--- config.mk ---
export PLATFORM = sky130hd
export DESIGN_NAME = block_div
export DESIGN_NICKNAME = d
export VERILOG_FILES = /design/src/rtl/block_div.sv
export SDC_FILE = /design/constraint.sdc
export NUM_CORES = 1
export LEC_CHECK = 0
export BUFFER_PORTS_ARGS = -buffer_cell sky130_fd_sc_hd__buf_2
export CAP_MARGIN = 20
export CORE_UTILIZATION = 45
export CTS_BUF_LIST = sky130_fd_sc_hd__clkbuf_16
export CTS_CLUSTER_DIAMETER = 150
export DETAILED_ROUTE_END_ITERATION = 10
export PLACE_DENSITY = 0.71
export SYNTH_ARGS = -nofsm -noshare
export SYNTH_HDL_FRONTEND = slang
export SYNTH_SLANG_ARGS = --single-unit
--- constraint.sdc ---
create_clock -name clk -period 4.6 [get_ports clk]
set_input_delay 0.46 -clock clk [delete_from_list [all_inputs] [get_ports clk]]
set_output_delay 0.46 -clock clk [all_outputs]
set_load 0.03 [all_outputs]
--- src/rtl/block_div.sv ---
// rtl/block_div.sv - sequential restoring divider, 16-bit two's-complement product by sign-magnitude coefficient
module block_div #(
   parameter int N_BITS = 16
) (
   input  logic              clk,
   input  logic              rst,
   input  logic              start,
   input  logic [N_BITS-1:0] product,
   input  logic [7:0]        biSignal,
   output logic [7:0]        quotient,
   output logic [6:0]        remainder,
   output logic              quo_neg,
   output logic              ovf,
   output logic              dz,
   output logic              busy,
   output logic              done
);

   typedef enum logic [1:0] {IDLE, DIV, DONE} state_t;

   state_t            state;
   logic [N_BITS-1:0] dvd;
   logic [N_BITS-1:0] quo;
   logic [6:0]        dvs;
   logic [7:0]        rem;
   logic              sgn;
   logic [3:0]        cnt;

   logic [N_BITS-1:0] prod_abs;
   logic [7:0]        shifted;
   logic [8:0]        trial;
   logic [7:0]        rem_nx;
   logic [N_BITS-1:0] quo_nx;
   logic              quo_big;

   // One restoring step: shift in the next dividend bit, trial-subtract, keep or restore
   always_comb begin
      prod_abs = product[N_BITS-1] ? (~product + 1'b1) : product;
      shifted  = {rem[6:0], dvd[N_BITS-1]};
      trial    = {1'b0, shifted} - {2'b00, dvs};
      rem_nx   = trial[8] ? shifted : trial[7:0];
      quo_nx   = {quo[N_BITS-2:0], ~trial[8]};
      quo_big  = |quo_nx[N_BITS-1:8];
   end

   // Control FSM with datapath and registered outputs; outputs load on entry to DONE
   always_ff @(posedge clk or posedge rst) begin
      if (rst) begin
         state     <= IDLE;
         dvd       <= '0;
         quo       <= '0;
         dvs       <= '0;
         rem       <= '0;
         sgn       <= 1'b0;
         cnt       <= '0;
         quotient  <= '0;
         remainder <= '0;
         quo_neg   <= 1'b0;
         ovf       <= 1'b0;
         dz        <= 1'b0;
         busy      <= 1'b0;
         done      <= 1'b0;
      end else begin
         case (state)
            IDLE: begin
               done <= 1'b0;
               if (start) begin
                  dvd  <= prod_abs;
                  dvs  <= biSignal[6:0];
                  sgn  <= product[N_BITS-1] ^ biSignal[7];
                  rem  <= '0;
                  quo  <= '0;
                  cnt  <= '0;
                  busy <= 1'b1;
                  if (biSignal[6:0] == 7'd0) begin
                     // Zero divisor skips iteration entirely and reports saturated result
                     state     <= DONE;
                     done      <= 1'b1;
                     quotient  <= 8'hFF;
                     remainder <= '0;
                     quo_neg   <= 1'b0;
                     ovf       <= 1'b0;
                     dz        <= 1'b1;
                  end else begin
                     state <= DIV;
                  end
               end
            end
            DIV: begin
               dvd <= {dvd[N_BITS-2:0], 1'b0};
               rem <= rem_nx;
               quo <= quo_nx;
               cnt <= cnt + 4'd1;
               if (cnt == 4'(N_BITS - 1)) begin
                  // Last step: publish results so they are valid alongside done
                  state     <= DONE;
                  done      <= 1'b1;
                  quotient  <= quo_big ? 8'hFF : quo_nx[7:0];
                  ovf       <= quo_big;
                  remainder <= rem_nx[6:0];
                  quo_neg   <= sgn & (|quo_nx);
                  dz        <= 1'b0;
               end
            end
            DONE: begin
               state <= IDLE;
               done  <= 1'b0;
               busy  <= 1'b0;
            end
            default: begin
               state <= IDLE;
               done  <= 1'b0;
               busy  <= 1'b0;
            end
         endcase
      end
   end

endmodule
# --- After elaboration in Yosys (flattened, before gate mapping) ---
# Index checks and enable logic that the tools add are counted.
op_classes:
  n_mux: 39
  n_mul: 0
  shift: 0
  reduce_logical: 10
  magnitude_cmp: 0
  bitwise: 5
  div: 0
  n_eq_ne: 5
  n_addsub: 3
ops:
  columns: ["operator", "count"]
  rows:
  - ["$mux 7", 5]
  - ["$mux 16", 2]
  - ["$mux 8", 4]
  - ["$pmux 16 s2", 1]
  - ["$pmux 15 s2", 1]
  - ["$pmux 7 s2", 2]
  - ["$add 16x1->16 const B", 1]
  - ["$not 16->16", 1]
  - ["$pmux 8 s2", 1]
  - ["$reduce_or 16->1", 1]
  - ["$mux 15", 1]
  - ["$mux 1", 11]
  - ["$pmux 1 s2", 5]
  - ["$sub 8x7->9", 1]
  - ["$pmux 4 s2", 1]
  - ["$reduce_and 2->1", 4]
  - ["$reduce_or 8->1", 1]
  - ["$logic_not 7->1", 1]
  - ["$mux 2", 3]
  - ["$ne 2x2->1 const B", 3]
  - ["$add 4x1->4 const B", 1]
  - ["$eq 4x4->1 const B", 1]
  - ["$mux 4", 1]
  - ["$pmux 2 s2", 1]
  - ["7 further kinds", 8]
totals:
  word_cells: 76
  latchBits: 0
  rom_bits: 0
  reg_bits: 72
  mem_bits_rw: 0
  mem_count: 0

# --- Longest topological paths before layout ---
# Gate-level depths: netlist (run 1).
depth:
  depth_word: 6
  ltp_mapped: 8
  depth_no_buf: 8

# --- Worst setup path before layout (run 1) ---
# No wires, ideal clock.
synth_timing:
  path_type: "flip-flop to flip-flop"
  startpoint: "register dvd[15]"
  endpoint: "register remainder[1]"
  required_ps: 4516
  arrival_ps: 1894
  path_slack_ps: 2622
  n_path_buf: 0
  setup_ps: 84
  path_stages_with_launch: 9
  cell_sequence: "dfrtp_1 inv_1 ha_1 fa_1 nand2b_1 a21oi_2 a21oi_4 mux2_2 o21ai_0"
synth_via:
  elab_chain_len: 4
synth_lines:
  columns: ["element", "line", "rtl"]
  rows:
  - ["start, declared", "22", "logic [N_BITS-1:0] dvd;"]
  - ["start signal, assigned", "68", "dvd <= prod_abs;"]
  - ["start signal, assigned", "90", "dvd <= {dvd[N_BITS-2:0], 1'b0};"]
  - ["$sub 8x7->9", "40", "trial = {1'b0, shifted} - {2'b00, dvs};"]
  - ["$mux 7", "41", "rem_nx = trial[8] ? shifted : trial[7:0];"]
  - ["$mux 7", "94", "if (cnt == 4'(N_BITS - 1)) begin"]
  - ["$pmux 7 s2", "64", "case (state)"]
  - ["end signal, assigned", "100", "remainder <= rem_nx[6:0];"]
  - ["end, declared", "11", "output logic [6:0] remainder,"]
# Every way passes these cells. The select of a mux whose other input is x is not followed.
# A chain may end at the register's enable or synchronous reset.

# --- Worst setup path in the final report (run 1) ---
layout_timing:
  startpoint: "register state[1]"
  endpoint: "register quotient[4]"
layout_via:
  elab_chain_len: 3
layout_lines:
  columns: ["element", "line", "rtl"]
  rows:
  - ["start, declared", "21", "state_t state;"]
  - ["start signal, assigned", "49", "state <= IDLE;"]
  - ["start signal, assigned", "77", "state <= DONE;"]
  - ["start signal, assigned", "85", "state <= DIV;"]
  - ["$eq 2x1->1 / $logic_not 2->1 (equally long branches)", "64", null]
  - ["$ne 2x2->1 (no line) / $reduce_bool 2->1 (equally long branches)", null, null]
  - ["$reduce_and 4->1 (no line)", null, null]
  - ["end signal, assigned", "98", "quotient <= quo_big ? 8'hFF : quo_nx[7:0];"]
  - ["end, declared", "10", "output logic [7:0] quotient,"]
# Parallel ways exist; a longest one is shown, timed or not.

==> qor.tcl, run 1 <==
set qor(post_synthesis_sequential_area_ratio) 0.499
set qor(worst_slew_margin_rel) 0.287
set qor(timing_worst_slew_pin_value_ns) 1.07
set qor(worst_r2r_endpoint) {quotient[4]$_DFFE_PP0P_}
set qor(cts_buffers) 9
set qor(number_of_antenna_violations_at_the_first_check_in_global_routing) 0
set qor(clkTransAtPathRegs_ns) 0.06
set qor(synth.top_cells.by_area) {sky130_fd_sc_hd__dfrtp_1, sky130_fd_sc_hd__o21ai_0, sky130_fd_sc_hd__nand2_1, sky130_fd_sc_hd__ha_1, sky130_fd_sc_hd__inv_1}
set qor(worst_path_max_delay_cell) {sky130_fd_sc_hd__nor3b_4}
set qor(start_util) 0.467
set qor(netlist.area_leader.share) 0.499
set qor(ant_nets) 0
set qor(gr_overflow_total) 0
set qor(synthCells) 364
set qor(peakVddDrop_mv) 0.234
set qor(filler_cell_count) 704
set qor(path_delay_family) {simple AND/OR/NAND/NOR gates}
set qor(critPathMaxStageDelay_ns) 0.81
set qor(swShare) 0.397
set qor(clock_tree.buffer_depth) 2
set qor(critPathKind) {register to register}
set qor(pre_cts_ws_ns) 2.29
set qor(yosys.cell_types.count) 54
set qor(routed-via-count) 2842
set qor(critical_path.endpoint_type) {register}
set qor(reg2reg_from) {state[1]$_DFFE_PP0P_}
set qor(core_area_um2) 7730
set qor(worst_skew_pair.late_latency_ns) 0.33
set qor(timing.max_cap.violations) 0
set qor(areaGrowthSynthToFinish_pct) 18.1
set qor(clockRootBuffer) {sky130_fd_sc_hd__clkbuf_16}
set qor(power_switching_mw) 1.32
set qor(port_buffers) 46
set qor(floorplan.io_pins) 47
set qor(cts.sink_count) 72
set qor(post_synth_instance_area_um2) 3610
set qor(fp-row-count) 32
set qor(rsz0062_at_grt) {false}
set qor(power.total_mw) 3.32
set qor(setup_viol) 0
set qor(critPathRequiredTime_ns) 4.85
set qor(drt-vias-per-instance) 5.52
set qor(cts_resized) 0
set qor(cp_num_buf_inv) 1
set qor(cts_tree) {done}
set qor(p_comb_frac) 0.429
set qor(ys_async_sr_fraction) 1.00
set qor(final_net_count) 445
set qor(launching_element_type_of_the_critical_path) {register}
set qor(final_core_util) 0.551
set qor(hpwlAfterDp_um) 5340
set qor(yosys_reg_bits) 72
set qor(run_status) {completed}
set qor(crit_chain) {nor3b_4, nand3_1, and2_4, inv_4, nor2_1, a31oi_1}
set qor(grt_util_all_layers) 0.206
set qor(layout.cell_area.non_filler_um2) 4260
set qor(power.internal_mw) 2.00
set qor(drt_first_iter_violations) 118
set qor(placed_cell_area_um2) 3920
set qor(yosys-top-cells-count) {sky130_fd_sc_hd__dfrtp_1, sky130_fd_sc_hd__o21ai_0, sky130_fd_sc_hd__nand2_1}
set qor(antenna_cells_inserted) 0
set qor(slew_viol_final) 0
set qor(gpl.final_weighted_congestion) 0.839
set qor(fin_tns_setup_ns) 0
set qor(mean_instance_size_in_the_synthesized_netlist_um2) 9.91
set qor(layout_cell_share_with_drive_strength_beyond_1) 0.199
set qor(critPathArrivalTime_ns) 2.56
set qor(synthesis.nets) 401
set qor(max_freq_ghz) 0.432
set qor(r2r_cell_count) 6
set qor(min_period_over_period) 0.503
set qor(drt-total-wl_um) 7540
set qor(worst-r2r-setup-slack_ns) 2.29
set qor(hold_class) {input port to async pin}
set qor(synth_enable_flop_cells) 0
set qor(power_density_nw_per_um2) 779
set qor(fin_hold_viols) 0
set qor(period_needed_ns) 2.31
set qor(die-width_um) 91.5
set qor(wl_per_cell_um) 14.6
set qor(synthMostInstantiatedCell) {sky130_fd_sc_hd__dfrtp_1}
set qor(fin_worst_skew_ns) 0.00725
set qor(multi_input_logic_area_um2) 1640
set qor(synthesis.yosys.warnings) 0
set qor(clock_power_share) 0.239
set qor(library_cell_with_the_largest_summed_area_after_synthesis) {sky130_fd_sc_hd__dfrtp_1}
set qor(grt_start_max_net_pins) 43
set qor(cellLeakagePower_nw) 1.92
set qor(post_cts.repair.setup_buffers) 0
set qor(die_area_um2) 8380
set qor(drc_errors) 0
set qor(first_global_vias) 2843
set qor(grt_first_pass_wirelength_um) 13500
set qor(critical_path.max_fanout) 25
set qor(htree_levels) 3
set qor(seqCellArea_um2) 1800
set qor(worst_slack_ns) 2.29
set qor(worst_setup_path_startpoint) {state[1]$_DFFE_PP0P_}
set qor(share_seq_of_total_power) 0.332
set qor(drtPass1Iterations) 5
set qor(holdBufCountCts) 0
set qor(die-height_um) 91.5
set qor(ys.flop_type) {sky130_fd_sc_hd__dfrtp_1}
==> placed cells by master, fill, tap and decap left out, drive strengths merged, types with 2 or more instances in the layout <==
| master | synthesis | routed |
|---|---|---|
| dfrtp | 72 | 72 |
| nand4 | 4 | 4 |
| inv | 27 | 29 |
| nand3 | 4 | 4 |
| nor2 | 26 | 26 |
| mux2i | 3 | 3 |
| a21boi | 2 | 2 |
| mux2 | 2 | 2 |
| buf | 7 | 48 |
| o21a | 2 | 2 |
| nand2b | 5 | 5 |
| or3 | 7 | 7 |
| xor2 | 11 | 11 |
| bufinv | 0 | 3 |
| nor2b | 3 | 3 |
| o2bb2ai | 2 | 2 |
| nor3b | 2 | 2 |
| a22o | 8 | 8 |
| nand2 | 36 | 36 |
| o21ai | 41 | 41 |
| nor4 | 6 | 6 |
| clkinv | 0 | 2 |
| a21oi | 14 | 14 |
| o31ai | 7 | 7 |
| a31oi | 10 | 10 |
| nor3 | 4 | 4 |
| a32o | 3 | 3 |
| or2 | 2 | 2 |
| and3 | 3 | 3 |
| o22ai | 14 | 14 |
| o41ai | 2 | 2 |
| ha | 9 | 9 |
| clkbuf | 8 | 9 |
| xnor2 | 6 | 6 |
==> metrics by stage <==
stage	hold WS, ns	instances
final	0.304	515
after global routing	0.367	515
after CTS	0.334	515
after detailed placement	0.468	499
after global placement	0.463	499
after floorplan	0.450	364
==> state kept, by name (all words and copies together), names as in the netlist <==
register   count
quo           15
dvd           16
busy           1
ovf            1
dvs            7
rem            7
quotient       8
dz             1
cnt            4
sgn            1
remainder      7
state          2
done           1
quo_neg        1
==> worst max-delay path by stage <==
stage | end | slack (ns) | depth (start not counted)
finish | quotient[4]$_DFFE_PP0P_ | 2.29 | 6
detailed placement | quotient[4]$_DFFE_PP0P_ | 2.29 | 6
CTS | quotient[7]$_DFFE_PP0P_ | 2.29 | 6
floorplan | busy$_DFFE_PP0P_ | 2.32 | 1
global route | quotient[0]$_DFFE_PP0P_ | 2.03 | 6
global placement | rem[6]$_DFFE_PP0P_ | 2.35 | 8
==> metal layers <==
layer  track usage  up-vias  share of wire
met2         0.318       62           0.45
met5             0        -              0
met1         0.279     1365           0.48
met3        0.0469       12          0.045
li1              -     1403              -
met4        0.0833        0          0.017
==> power by group through the flow <==
stage          sequential (mW)  clock, mW  combinational (mW)
2_1_floorplan             1.20          0               0.966
3_3_place_gp              1.10          0                1.39
3_5_place_dp              1.11          0                1.42
4_1_cts                   1.10      0.810                1.43
5_1_grt                   1.14      0.836                1.60
6_report                  1.10      0.794                1.42
==> cells by family after synthesis <==
group | Yosys count | share of synthesized area
AO/OA/AOI/OAI | 113 | 0.212
AND/OR/NAND/NOR | 105 | 0.149
flip-flops | 72 | 0.499
buffers and inverters | 42 | 0.0472
XOR/XNOR | 17 | 0.0413
adder cells (fa/ha/maj) | 10 | 0.0368
multiplexers | 5 | 0.0146
==> final cells by class <==
cell class,count,area share
clock buffers,9,0.0529
well taps,102,0.0300
repair buffers,48,0.0576
multi-input cells,250,0.384
inverters,27,0.0244
flip-flops and latches,72,0.423
clock inverters,7,0.0282
Note: power is estimated with default switching activity, not from simulation.
==> run 2: changes to the inputs <==
Settings changed: PLACE_DENSITY 0.71 to 0.73.
Clock period 4.6 ns to 2.1 ns, I/O delays scaled along.
==> run 2 against run 1 <==
Non-clock buffer count is 12 higher. Wire length grew 8.6%. First-iteration DRC count increased by 6.8%. Sequential share of layout area shrank 0.64 points. Global-route usage grew 0.85 points. Critical endpoint is now remainder[0]$_DFFE_PP0P_.
==> qor.tcl, run 2 (synthesis results as in run 1) <==
set qor(core_area_um2) 7730 ;# unchanged
set qor(cts.sink_count) 72 ;# unchanged
set qor(most_common_library_cell_in_the_layout_ignoring_fill_and_taps) {sky130_fd_sc_hd__dfrtp_1} ;# unchanged
set qor(worst_slew_margin_rel) 0.605 ;# was 0.287
set qor(min_from) {biSignal[0]}
set qor(start_util) 0.467 ;# unchanged
set qor(reg2reg_from) {dvd[15]$_DFFE_PP0P_} ;# was state[1]$_DFFE_PP0P_
set qor(dr_wl_met3_um) 319 ;# was 341 µm
set qor(fin_hold_viols) 0 ;# unchanged
set qor(port_buffers) 46 ;# unchanged
set qor(critPathMaxStageDelay_ns) 0.36 ;# was 0.81 ns
set qor(run_status) {completed} ;# unchanged
set qor(path_delay_family) {adder cells} ;# was simple AND/OR/NAND/NOR gates
set qor(first_global_vias) 2945 ;# was 2,843
set qor(p_comb_frac) 0.466 ;# was 0.429
set qor(largestRegisters) {dvd: 16 flops, quo: 15 flops, quotient: 8 flops} ;# unchanged
set qor(gpl.final_weighted_congestion) 0.794 ;# was 0.839
set qor(die-height_um) 91.5 ;# unchanged
set qor(hold_class) {input port to register} ;# was input port to async pin
set qor(worst_slack_ns) 0.0915 ;# was 2.29 ns
set qor(seqCellArea_um2) 1800 ;# unchanged
set qor(drt_first_iter_violations) 126 ;# was 118
set qor(hpwlAfterDp_um) 5840 ;# was 5340 µm
set qor(wl_per_cell_um) 15.5 ;# was 14.6 µm
set qor(worst_path_max_delay_cell) {sky130_fd_sc_hd__fa_2} ;# was sky130_fd_sc_hd__nor3b_4
set qor(cp_num_buf_inv) 1 ;# unchanged
set qor(areaGrowthSynthToFinish_pct) 19.9 ;# was 18.1%
set qor(critPathArrivalTime_ns) 2.26 ;# was 2.56 ns
set qor(die-width_um) 91.5 ;# unchanged
set qor(highest-signal-layer) {met4} ;# unchanged
set qor(critPathRequiredTime_ns) 2.35 ;# was 4.85 ns
set qor(peakVddDrop_mv) 0.572 ;# was 0.234 mV
set qor(slew_viol_final) 0 ;# unchanged
set qor(timing.critical_path.mode_cell) {sky130_fd_sc_hd__a21oi_4}
set qor(floorplan.io_pins) 47 ;# unchanged
set qor(die_area_um2) 8380 ;# unchanged
set qor(drt-total-wl_um) 8190 ;# was 7540 µm
set qor(share_seq_of_total_power) 0.340 ;# was 0.332
set qor(worst_skew_pair.late_latency_ns) 0.34 ;# was 0.33 ns
set qor(power_density_nw_per_um2) 1660 ;# was 779 nW/µm²
set qor(clock_power_share) 0.195 ;# was 0.239
set qor(hold_path_end) {dvs[0]$_DFFE_PP0P_}
set qor(min_period_over_period) 0.956 ;# was 0.503
set qor(largest_reg_flops) 16 ;# unchanged
set qor(cellLeakagePower_nw) 1.95 ;# was 1.92 nW
set qor(power.internal_mw) 4.16 ;# was 2.00 mW
set qor(launching_element_type_of_the_critical_path) {register} ;# unchanged
set qor(filler_cell_count) 669 ;# was 704
set qor(grt_start_max_net_pins) 37 ;# was 43
set qor(rsz0062_at_grt) {true} ;# was false
set qor(clockRootBuffer) {sky130_fd_sc_hd__clkbuf_16} ;# unchanged
set qor(setup_viol) 0 ;# unchanged
set qor(drtPass1Iterations) 4 ;# was 5
set qor(routed-via-count) 2927 ;# was 2,842
set qor(timing_worst_slew_pin_value_ns) 0.591 ;# was 1.07 ns
set qor(htree_levels) 3 ;# unchanged
set qor(routedLengthMet1_um) 3790 ;# was 3660 µm
set qor(cts_buffers) 9 ;# unchanged
set qor(drt-vias-per-instance) 5.55 ;# was 5.52
set qor(critical_path.max_fanout) 6 ;# was 25
set qor(drc_errors) 0 ;# unchanged
set qor(clkTransAtPathRegs_ns) 0.06 ;# about the same
set qor(crit_chain) {inv_1, ha_1, fa_2, nand2b_4, a21oi_4, a21oi_4, mux2_2, o21ai_0} ;# was nor3b_4, nand3_1, and2_4, inv_4, nor2_1, a31oi_1
set qor(worst_r2r_endpoint) {remainder[0]$_DFFE_PP0P_} ;# was quotient[4]$_DFFE_PP0P_
set qor(pre_cts_ws_ns) -0.0161 ;# was 2.29 ns
set qor(fin_tns_setup_ns) 0 ;# unchanged
set qor(layout_cell_share_with_drive_strength_beyond_1) 0.224 ;# was 0.199
set qor(gr_overflow_total) 0 ;# unchanged
set qor(number_of_antenna_violations_at_the_first_check_in_global_routing) 0 ;# unchanged
set qor(r2r_cell_count) 8 ;# was 6
set qor(swShare) 0.420 ;# was 0.397
set qor(worst-r2r-setup-slack_ns) 0.09 ;# was 2.29 ns
set qor(most_frequent_cells_in_the_layout) {sky130_fd_sc_hd__dfrtp_1, sky130_fd_sc_hd__buf_2, sky130_fd_sc_hd__o21ai_0} ;# unchanged
set qor(antenna_cells_inserted) 0 ;# unchanged
set qor(period_needed_ns) 2.01 ;# was 2.31 ns
set qor(timing.max_cap.violations) 0 ;# unchanged
set qor(final_net_count) 457 ;# was 445
set qor(clock_tree.buffer_depth) 2 ;# unchanged
set qor(critPathKind) {register to register} ;# unchanged
set qor(grt_util_all_layers) 0.214 ;# was 0.206
set qor(ant_nets) 0 ;# unchanged
set qor(fin_worst_skew_ns) 0.00852 ;# was 0.00725 ns
set qor(max_freq_ghz) 0.498 ;# was 0.432 GHz
set qor(regMostFlops) {dvd} ;# unchanged
set qor(cts_tree) {done} ;# unchanged
set qor(critical_path.endpoint_type) {register} ;# unchanged
set qor(wl_met2_um) 3970 ;# was 3410 µm
set qor(power_switching_mw) 3.01 ;# was 1.32 mW
set qor(multi_input_logic_area_um2) 1650 ;# was 1640 µm²
set qor(grt_first_pass_wirelength_um) 14000 ;# was 13,500 µm
set qor(fp-row-count) 32 ;# unchanged
set qor(hold-path-cell-count) 3
==> run 2: changes by cell type in the layout (fill, tap and decap cells not counted), sizes merged <==
cell,previous run,this run
clkinvlp,0,2
bufinv,3,0
inv,29,28
dlygate4sd3,0,1
clkinv,2,4
buf,48,59
==> run 2: metrics by stage <==
stage / instances / util / area, µm² / power (mW) / hold WS [ns]
final: 527 / 0.560 / 4330 / 7.17 / 0.0942
after global routing: 527 / 0.560 / 4330 / 7.70 / 0.120
after CTS: 526 / 0.557 / 4310 / 7.09 / 0.0936
after detailed placement: 509 / 0.520 / 4020 / 5.64 / 0.293
after global placement: 509 / 0.520 / 4020 / 5.52 / 0.271
after floorplan: 364 / - / 3610 / 4.74 / 0.315
==> run 2: cell type report <==
cell class | instances | share of cell area
clock buffers | 9 | 0.0521
clock inverters | 7 | 0.0116
inverters | 27 | 0.0240
multi-input cells | 250 | 0.382
well taps | 102 | 0.0295
flip-flops and latches | 72 | 0.417
repair buffers | 60 | 0.0839
==> run 2: how the worst max path moves through the flow <==
stage | startpoint | endpoint | slack [ns] | cells after the start
after floorplan | rst | busy$_DFFE_PP0P_ | 0.07 | 1
after global placement | dvd[15]$_DFFE_PP0P_ | remainder[1]$_DFFE_PP0P_ | 0.04 | 8
after detailed placement | dvd[15]$_DFFE_PP0P_ | remainder[0]$_DFFE_PP0P_ | -0.02 | 8
after CTS | dvd[15]$_DFFE_PP0P_ | remainder[0]$_DFFE_PP0P_ | 0.004 | 8
after global routing | dvs[5]$_DFFE_PP0P_ | quo_neg$_DFFE_PP0P_ | -0.02 | 8
final | dvd[15]$_DFFE_PP0P_ | remainder[0]$_DFFE_PP0P_ | 0.09 | 8
==> run 2: what timing repair did <==
item,in CTS,in global routing
pin swaps,0,1
hold buffers,1,0
hold endpoints to repair,23,0
setup endpoints to repair,4,11
gates resized for setup,1,4
buffers inserted,0,1
==> run 2: routing by layer <==
layer,GRT usage,up-vias
li1,-,1422
met2,0.356,75
met1,0.279,1420
met3,0.0335,10
met5,0,-
met4,0.0873,0
==> run 2: worst min-delay path: stages <==
cell	delay, ns
sky130_fd_sc_hd__buf_2	0.09
sky130_fd_sc_hd__nand2_1	0.05
sky130_fd_sc_hd__nand2_1	0.05
==> run 2: power groups by stage <==
stage	Clock [mW]	Sequential (mW)	Combinational [mW]
2_1_floorplan	0	2.63	2.11
3_3_place_gp	0	2.42	3.10
3_5_place_dp	0	2.45	3.20
4_1_cts	1.41	2.43	3.25
5_1_grt	1.47	2.51	3.72
6_report	1.40	2.43	3.34
==> run 3: changes to the inputs <==
Settings changed: PLACE_DENSITY 0.73 to 0.71.
Clock period 2.1 ns to 2.5 ns, I/O delays scaled along.
==> run 3 against run 2 <==
Wire length down 3.7%. Global-route usage fell by 0.69 points. Cell area decreased by 1.2%. Via count fell by 1.1%. Hold slack worse by 0.092 ns. Highest routed layer unchanged. Non-clock buffer count down 5. Sequential share of layout area is 0.52 points higher. Largest power group unchanged. First-iteration DRC count rose by 39%. Die area did not move.
==> qor.tcl, run 3 (synthesis results as in run 1) <==
set qor(pre_cts_ws_ns) 0.306 ;# was -0.0161 ns
set qor(filler_cell_count) 710 ;# was 669
set qor(worst_skew_pair.late_latency_ns) 0.34 ;# about the same
set qor(critPathArrivalTime_ns) 2.48 ;# was 2.26 ns
set qor(run_status) {completed} ;# unchanged
set qor(crit_chain) {inv_1, ha_1, fa_1, nand2b_1, a21oi_2, a21oi_4, mux2_2, o21ai_0} ;# was inv_1, ha_1, fa_2, nand2b_4, a21oi_4, a21oi_4, mux2_2, o21ai_0
set qor(die-height_um) 91.5 ;# unchanged
set qor(drt_first_iter_violations) 175 ;# was 126
set qor(share_seq_of_total_power) 0.340 ;# about the same
set qor(htree_levels) 3 ;# unchanged
set qor(worst_hold_slack_ns) 0.00197 ;# was 0.0942 ns
set qor(p_comb_frac) 0.443 ;# was 0.466
set qor(wl_per_cell_um) 15.1 ;# was 15.5 µm
set qor(first_global_vias) 2879 ;# was 2,945
set qor(drtPass1Iterations) 4 ;# unchanged
set qor(grt_util_all_layers) 0.207 ;# was 0.214
set qor(drc_errors) 0 ;# unchanged
set qor(largest_reg_flops) 16 ;# unchanged
set qor(post_cts.repair.setup_buffers) 0 ;# unchanged
set qor(period_needed_ns) 2.24 ;# was 2.01 ns
set qor(critPathKind) {register to register} ;# unchanged
set qor(worst_slew_margin_rel) 0.560 ;# was 0.605
set qor(hold_class) {input port to async pin} ;# was input port to register
set qor(worst_slack_ns) 0.265 ;# was 0.0915 ns
set qor(clock_tree.buffer_depth) 2 ;# unchanged
set qor(gr_overflow_total) 0 ;# unchanged
set qor(path_delay_family) {adder cells} ;# unchanged
set qor(start_util) 0.467 ;# unchanged
set qor(critical_path.max_fanout) 9 ;# was 6
set qor(critical_path.endpoint_type) {register} ;# unchanged
set qor(max_freq_ghz) 0.447 ;# was 0.498 GHz
set qor(clockRootBuffer) {sky130_fd_sc_hd__clkbuf_16} ;# unchanged
set qor(fin_tns_setup_ns) 0 ;# unchanged
set qor(fin_worst_skew_ns) 0.00734 ;# was 0.00852 ns
set qor(routed-via-count) 2894 ;# was 2,927
set qor(clkTransAtPathRegs_ns) 0.06 ;# about the same
set qor(final_core_util) 0.553 ;# was 0.560
set qor(port_buffers) 46 ;# unchanged
set qor(die-width_um) 91.5 ;# unchanged
set qor(grt_first_pass_wirelength_um) 13600 ;# was 14,000 µm
set qor(power_switching_mw) 2.46 ;# was 3.01 mW
set qor(cp_num_buf_inv) 1 ;# unchanged
set qor(power_density_nw_per_um2) 1400 ;# was 1660 nW/µm²
set qor(gpl.final_weighted_congestion) 0.836 ;# was 0.794
set qor(slew_viol_final) 0 ;# unchanged
set qor(drt-vias-per-instance) 5.54 ;# was 5.55
set qor(timing_worst_slew_pin_value_ns) 0.659 ;# was 0.591 ns
set qor(power.internal_mw) 3.52 ;# was 4.16 mW
set qor(layout_cell_share_with_drive_strength_beyond_1) 0.214 ;# was 0.224
set qor(swShare) 0.412 ;# was 0.420
set qor(cts_buffers) 9 ;# unchanged
set qor(holdBufCountCts) 0 ;# was 1
set qor(launching_element_type_of_the_critical_path) {register} ;# unchanged
set qor(regMostFlops) {dvd} ;# unchanged
set qor(number_of_antenna_violations_at_the_first_check_in_global_routing) 0 ;# unchanged
set qor(core_area_um2) 7730 ;# unchanged
set qor(power.total_mw) 5.98 ;# was 7.17 mW
set qor(critPathMaxStageDelay_ns) 0.41 ;# was 0.36 ns
set qor(worst_path_max_delay_cell) {sky130_fd_sc_hd__fa_1} ;# was sky130_fd_sc_hd__fa_2
set qor(cts_tree) {done} ;# unchanged
set qor(min_period_over_period) 0.894 ;# was 0.956
set qor(hpwlAfterDp_um) 5620 ;# was 5840 µm
set qor(areaGrowthSynthToFinish_pct) 18.4 ;# was 19.9%
set qor(peakVddDrop_mv) 0.524 ;# was 0.572 mV
set qor(floorplan.io_pins) 47 ;# unchanged
set qor(setup_viol) 0 ;# unchanged
set qor(timing.max_cap.violations) 0 ;# unchanged
set qor(critPathRequiredTime_ns) 2.75 ;# was 2.35 ns
set qor(rsz0062_at_grt) {false} ;# was true
set qor(fp-row-count) 32 ;# unchanged
set qor(fin_hold_viols) 0 ;# unchanged
set qor(grt_start_max_net_pins) 33 ;# was 37
set qor(cts.sink_count) 72 ;# unchanged
set qor(die_area_um2) 8380 ;# unchanged
set qor(largestRegisters) {dvd: 16 flops, quo: 15 flops, quotient: 8 flops} ;# unchanged
set qor(most_common_library_cell_in_the_layout_ignoring_fill_and_taps) {sky130_fd_sc_hd__dfrtp_1} ;# unchanged
set qor(clock_power_share) 0.217 ;# was 0.195
set qor(ant_nets) 0 ;# unchanged
set qor(cts_resized) 0 ;# was 1
set qor(drt-total-wl_um) 7890 ;# was 8190 µm
set qor(final_net_count) 452 ;# was 457
set qor(most_frequent_cells_in_the_layout) {sky130_fd_sc_hd__dfrtp_1, sky130_fd_sc_hd__buf_2, sky130_fd_sc_hd__o21ai_0} ;# unchanged
set qor(antenna_cells_inserted) 0 ;# unchanged
set qor(cellLeakagePower_nw) 1.92 ;# was 1.95 nW
## run 3: through the flow
step / std cells / cell area [µm²]
final: 522 / 4270
after global routing: 522 / 4270
after CTS: 522 / 4270
after detailed placement: 506 / 3970
after global placement: 506 / 3970
after floorplan: 364 / 3610
## run 3: power groups by stage
stage	logic (mW)	clock network (mW)	registers [mW]
after global placement	2.54	0	2.03
after floorplan	1.78	0	2.21
final	2.65	1.30	2.03
after global routing	2.96	1.36	2.10
after CTS	2.65	1.32	2.03
after detailed placement	2.62	0	2.05
## run 3: cell type report
class / count / area (µm²) / share of cell area
well taps: 102 / 128 / 0.0299
multi-input cells: 250 / 1640 / 0.383
inverters: 27 / 104 / 0.0243
flip-flops and latches: 72 / 1800 / 0.422
clock inverters: 7 / 78.8 / 0.0185
repair buffers: 55 / 298 / 0.0697
clock buffers: 9 / 225 / 0.0527
## run 3: layer usage
| metal | track usage | routed length [µm] | up-vias |
|---|---|---|---|
| met5 | 0 | 0 | - |
| met4 | 0.0873 | 163 | 0 |
| met3 | 0.0461 | 357 | 15 |
| met2 | 0.320 | 3630 | 79 |
| met1 | 0.281 | 3730 | 1389 |
| li1 | - | - | 1411 |
## run 3: worst paths after layout
path	startpoint	depth (start not counted)	slack (ns)	end
min	rst	2	0.002	quotient[6]$_DFFE_PP0P_
max reg2reg	dvd[15]$_DFFE_PP0P_	8	0.26	remainder[1]$_DFFE_PP0P_
min in group clk	biSignal[6]	3	0.14	dvs[6]$_DFFE_PP0P_
min reg2reg	dvd[1]$_DFFE_PP0P_	2	0.48	dvd[1]$_DFFE_PP0P_
max in group asynchronous	rst	3	1.86	dvd[2]$_DFFE_PP0P_
max	dvd[15]$_DFFE_PP0P_	8	0.26	remainder[1]$_DFFE_PP0P_
